`config.mk`:
```
export PLATFORM = sky130hd
export DESIGN_NAME = serial_adder_flat
export DESIGN_NICKNAME = d
export VERILOG_FILES = /design/src/rtl/serial_adder_if.sv /design/src/rtl/serial_adder.sv /design/src/flat_wrapper.sv
export SDC_FILE = /design/constraint.sdc
export NUM_CORES = 1
export LEC_CHECK = 0
export ABC_AREA = 1
export CAP_MARGIN = 40
export CORE_UTILIZATION = 40
export DETAILED_ROUTE_END_ITERATION = 12
export PLACE_DENSITY = 0.71
export SETUP_SLACK_MARGIN = 0.02
export SLEW_MARGIN = 0
export SYNTH_ARGS = -nofsm -noshare
export SYNTH_HDL_FRONTEND = slang
export SYNTH_SLANG_ARGS = --single-unit
```
`constraint.sdc`:
```
create_clock -name clk -period 1.4 [get_ports clk]
set_input_delay 0.35 -clock clk [delete_from_list [all_inputs] [get_ports clk]]
set_output_delay 0.35 -clock clk [all_outputs]
set_load 0.01 [all_outputs]
```
`src/rtl/serial_adder_if.sv`:
```
// Handshake bundle for the bit-serial adder: operand side (in_*), result side
// (out_*), plus the busy status flag.
interface serial_adder_if #(
  parameter int WIDTH = 8
);
  logic             in_valid;
  logic             in_ready;
  logic [WIDTH-1:0] a;
  logic [WIDTH-1:0] b;
  logic             cin;
  logic             out_valid;
  logic             out_ready;
  logic [WIDTH-1:0] sum;
  logic             cout;
  logic             busy;

  // The producer/consumer environment drives operands and accepts results
  modport master (
    output in_valid, a, b, cin, out_ready,
    input  in_ready, out_valid, sum, cout, busy
  );

  // The adder itself
  modport slave (
    input  in_valid, a, b, cin, out_ready,
    output in_ready, out_valid, sum, cout, busy
  );
endinterface

```
`src/rtl/serial_adder.sv`:
```
// Bit-serial adder: one full-adder cell with a registered carry, processing
// the operands LSB-first, one bit per clock. The visible sum/cout are only
// updated when a whole result is complete, so they stay stable while running.
module serial_adder #(
  parameter int WIDTH = 8
) (
  input logic           clk,
  input logic           rst_n,
  serial_adder_if.slave bus
);

  localparam int CW = $clog2(WIDTH + 1);

  typedef enum logic [1:0] {
    IDLE = 2'd0,
    RUN  = 2'd1,
    DONE = 2'd2
  } state_t;

  state_t           state;
  state_t           state_next;

  logic [WIDTH-1:0] a_reg;
  logic [WIDTH-1:0] b_reg;
  logic             carry;
  logic [WIDTH-1:0] work_sum;
  logic [WIDTH-1:0] work_sum_next;
  logic [WIDTH-1:0] sum_reg;
  logic             cout_reg;
  logic [CW-1:0]    count;

  logic             last_bit;
  logic             bit_sum;
  logic             bit_carry;

  assign last_bit  = (count == CW'(WIDTH - 1));
  assign bit_sum   = a_reg[0] ^ b_reg[0] ^ carry;
  assign bit_carry = (a_reg[0] & b_reg[0]) | (carry & (a_reg[0] ^ b_reg[0]));

  // Working sum shifts right with the fresh sum bit entering at the MSB
  always_comb begin
    work_sum_next            = work_sum >> 1;
    work_sum_next[WIDTH-1]   = bit_sum;
  end

  // State register
  always_ff @(posedge clk or negedge rst_n) begin
    if (!rst_n) begin
      state <= IDLE;
    end else begin
      state <= state_next;
    end
  end

  // Next-state decode: accept in IDLE, run WIDTH bits, wait for the consumer
  always_comb begin
    state_next = state;
    case (state)
      IDLE: if (bus.in_valid)  state_next = RUN;
      RUN:  if (last_bit)      state_next = DONE;
      DONE: if (bus.out_ready) state_next = IDLE;
      default:                 state_next = IDLE;
    endcase
  end

  // Datapath: capture operands, shift one bit per cycle, publish on the last bit
  always_ff @(posedge clk or negedge rst_n) begin
    if (!rst_n) begin
      a_reg    <= '0;
      b_reg    <= '0;
      carry    <= 1'b0;
      work_sum <= '0;
      sum_reg  <= '0;
      cout_reg <= 1'b0;
      count    <= '0;
    end else begin
      case (state)
        IDLE: begin
          if (bus.in_valid) begin
            a_reg <= bus.a;
            b_reg <= bus.b;
            carry <= bus.cin;
            count <= '0;
          end
        end
        RUN: begin
          a_reg    <= a_reg >> 1;
          b_reg    <= b_reg >> 1;
          carry    <= bit_carry;
          work_sum <= work_sum_next;
          count    <= count + CW'(1);
          if (last_bit) begin
            sum_reg  <= work_sum_next;
            cout_reg <= bit_carry;
          end
        end
        default: begin
        end
      endcase
    end
  end

  assign bus.in_ready  = (state == IDLE);
  assign bus.out_valid = (state == DONE);
  assign bus.busy      = (state != IDLE);
  assign bus.sum       = sum_reg;
  assign bus.cout      = cout_reg;

endmodule

```
`src/flat_wrapper.sv`:
```
// flat-port wrapper written by rule: the top's interface ports become plain ports
module serial_adder_flat 
#(
  parameter int WIDTH = 8
)
  (clk, rst_n, bus_in_valid, bus_a, bus_b, bus_cin, bus_out_ready, bus_in_ready, bus_out_valid, bus_sum, bus_cout, bus_busy);
  serial_adder_if #(.WIDTH(WIDTH)) bus_i ();
  input logic clk;
  input logic rst_n;
  input wire logic [$bits(bus_i.in_valid)-1:0] bus_in_valid;
  input wire logic [$bits(bus_i.a)-1:0] bus_a;
  input wire logic [$bits(bus_i.b)-1:0] bus_b;
  input wire logic [$bits(bus_i.cin)-1:0] bus_cin;
  input wire logic [$bits(bus_i.out_ready)-1:0] bus_out_ready;
  output wire logic [$bits(bus_i.in_ready)-1:0] bus_in_ready;
  output wire logic [$bits(bus_i.out_valid)-1:0] bus_out_valid;
  output wire logic [$bits(bus_i.sum)-1:0] bus_sum;
  output wire logic [$bits(bus_i.cout)-1:0] bus_cout;
  output wire logic [$bits(bus_i.busy)-1:0] bus_busy;
  assign bus_i.in_valid = bus_in_valid;
  assign bus_i.a = bus_a;
  assign bus_i.b = bus_b;
  assign bus_i.cin = bus_cin;
  assign bus_i.out_ready = bus_out_ready;
  assign bus_in_ready = bus_i.in_ready;
  assign bus_out_valid = bus_i.out_valid;
  assign bus_sum = bus_i.sum;
  assign bus_cout = bus_i.cout;
  assign bus_busy = bus_i.busy;
  serial_adder #(.WIDTH(WIDTH)) u_core (.clk(clk), .rst_n(rst_n), .bus(bus_i));
endmodule
```
==> impl_metrics.ini <==
[timing]
rsz0062_at_grt = true
finalCriticalPeriod_ns = 1.40
worst_clock_skew_ns = 0.00301
setup_slack_ns = -0.000426
hold-worst-slack_ns = 0.00710
fin_crit_sh_pct = 100
finalSetupViolations = 1
worst_pin_slew_ns = 0.213
slew_headroom_pct = 85.7
clock.fmax_mhz = 714
maxSlewViolCount = 0
timing.final.hold_violations = 0

[hold_path]
hold_class = input port to asynchronous set/reset pin

[final_layout]
drive_gt1_share_pct = 15.4
final_core_util_pct = 57.0
final_cell_mix = 63 x nand2_1, 53 x nand3_1, 39 x dfrtp_1, 19 x clkdlybuf4s50_1, 10 x buf_4
areaGrowthSynthToFinish_pct = 34.9
antenna_cells_inserted = 0
mostFrequentLayoutCell = nand2_1
final_nets = 263

[yosys]
ys_ff_latch = 39
yosysUniqueCellTypes = 18
synth_cells = 194
synth_area_um2 = 1710
syn_area_per_cell_um2 = 8.83
ys_warn_count = 0
ys_seq_area_share_pct = 57.0
synth_fp_nets = 217

[cts]
htree_num_levels = 2
cts_buffers = 5
cts_hold_buffers = 0
cts_tree = built
root_buffer = clkbuf_8
cts_max_path_buffers = 2
clkTransAtPathRegs_ns = 0.07
cts_sinks = 39
insertion_delay_ns = 0.29

[setup_path]
crit_arrival_ns = 1.05
crit_path_max_fanout = 2
crit_type = flop to output port
endpoint_kind = output port
worstSetupStartpointType = flop
crit_required_ns = 1.05

[die]
row_count = 23
die_x_um = 67.4
start_util_pct = 42.2
dieArea_um2 = 4550
coreArea_um2 = 4060
ioPinCount = 33
die_h_um = 67.4

[flow_run]
max_cap_viol_count = 0

[route]
drc = 0
viasPerCell = 5.00
first_pass_iters = 4
vias = 1454
drtAntennaViolNets = 0
drt_iter0_markers = 92
wl_mm = 3.48
wl_per_cell_um = 12.0

[global_route]
grt_usage_pct = 17.6
grt_overflow = 0
antenna_found_initial = 0
grt_max_degree = 40
grt_pass1_wl_mm = 5.80
grt_pass1_vias = 1282

[status]
violations = setup timing
status = complete, but fails checks

[pwr]
powerDensity_nw_per_um2 = 1970
internal_power_w = 0.00286
power_leakage_nw = 1.16
swShare_pct = 37.3
switching_power_w = 0.00170
vdd_ir_drop_max_mv = 1.07
clock_power_share_pct = 18.3
seq_power_share_pct = 41.6
pwr-share-comb_pct = 40.1

[placed_design]
globalplace.congestion = 0.762
io_buffers = 32
hpwl_mm = 2.31
[through the flow]
stage               setup slack, ns  total power (W)  cell area (um^2)   TNS (ns)  std cells
finish                    -0.000426          0.00456              2310  -0.000426        291
global route                -0.0368          0.00493              2310    -0.0723        291
CTS                         -0.0477          0.00444              2240    -0.0690        289
detailed placement           -0.130          0.00367              2140     -0.240        279
global placement             -0.131          0.00362              2140     -0.199        279
floorplan                     0.226          0.00297              1710          0        194
[layout make-up]
cell class	count	area (um^2)
flip-flops and latches	39	976
well taps	50	62.6
fillers	387	1750
clock buffers	8	100
inverters	7	33.8
multi-input cells	139	686
repair buffers	48	453
[power groups by stage]
stage                     Clock [W]  Sequential (W)  Combinational [W]
after floorplan                   0         0.00191            0.00106
after global placement            0         0.00189            0.00173
after detailed placement          0         0.00191            0.00176
after CTS                  0.000859         0.00189            0.00170
after global routing       0.000905         0.00195            0.00208
final                      0.000834         0.00190            0.00183
[cell usage after synthesis]
master	count	area [um^2]
buf_2	4	20.0
buf_4	4	30.0
clkbuf_1	1	3.75
clkbuf_2	1	5.00
dfrtp_1	39	976
fa_1	1	20.0
ha_1	1	12.5
inv_1	6	22.5
inv_2	1	3.75
nand2_1	63	236
nand2_2	2	12.5
nand3_1	54	270
nand4_1	1	6.26
nor2_1	4	15.0
nor2_2	1	6.26
nor2_8	1	20.0
o21ai_0	9	45.0
o31ai_1	1	7.51
[layer usage]
metal  up-vias  wire, um  global-route usage [%]
li1        734         -                       -
met1       672      1680                    23.0
met2        42      1570                    26.9
met3         6       176                    6.08
met4         0        56                    6.38
met5         -         0                       0
[path summary, 6_finish.rpt]
kind,cells after the start,endpoint,from,slack [ns]
max,3,bus_out_valid,u_core.state[0],-0.0004
min,2,u_core.bus.sum[0],rst_n,0.007
max reg2reg,8,u_core.bus.sum[5],u_core.state[1],0.08
min reg2reg,2,u_core.bus.sum[1],u_core.work_sum[2],0.47
max in group asynchronous,2,u_core.a_reg[7],rst_n,1.20
min in group clk,2,u_core.bus.sum[1],u_core.work_sum[2],0.47
[critical path, stage by stage (launching register included)]
cell and delay (ns):
dfrtp_1 0.42, buf_6 0.14, nor2_4 0.10, buf_6 0.10
[cells by family after synthesis]
logic type | Yosys count | synth area share (%)
and+or+nand+nor | 126 | 33.1
buffers and inverters | 17 | 4.97
AOI/OAI and AO/OA | 10 | 3.07
DFF | 39 | 57.0
adders and majority gates | 2 | 1.90
[what timing repair did]
| action | 4_1_cts | 5_1_grt |
|---|---|---|
| pin swaps | 1 | 2 |
| endpoints found under the setup margin | 12 | 25 |
| gates cloned | 0 | 1 |
| resized for setup | 22 | 16 |
| setup buffers | 2 | 1 |
Note: power is estimated with default switching activity, not from simulation.
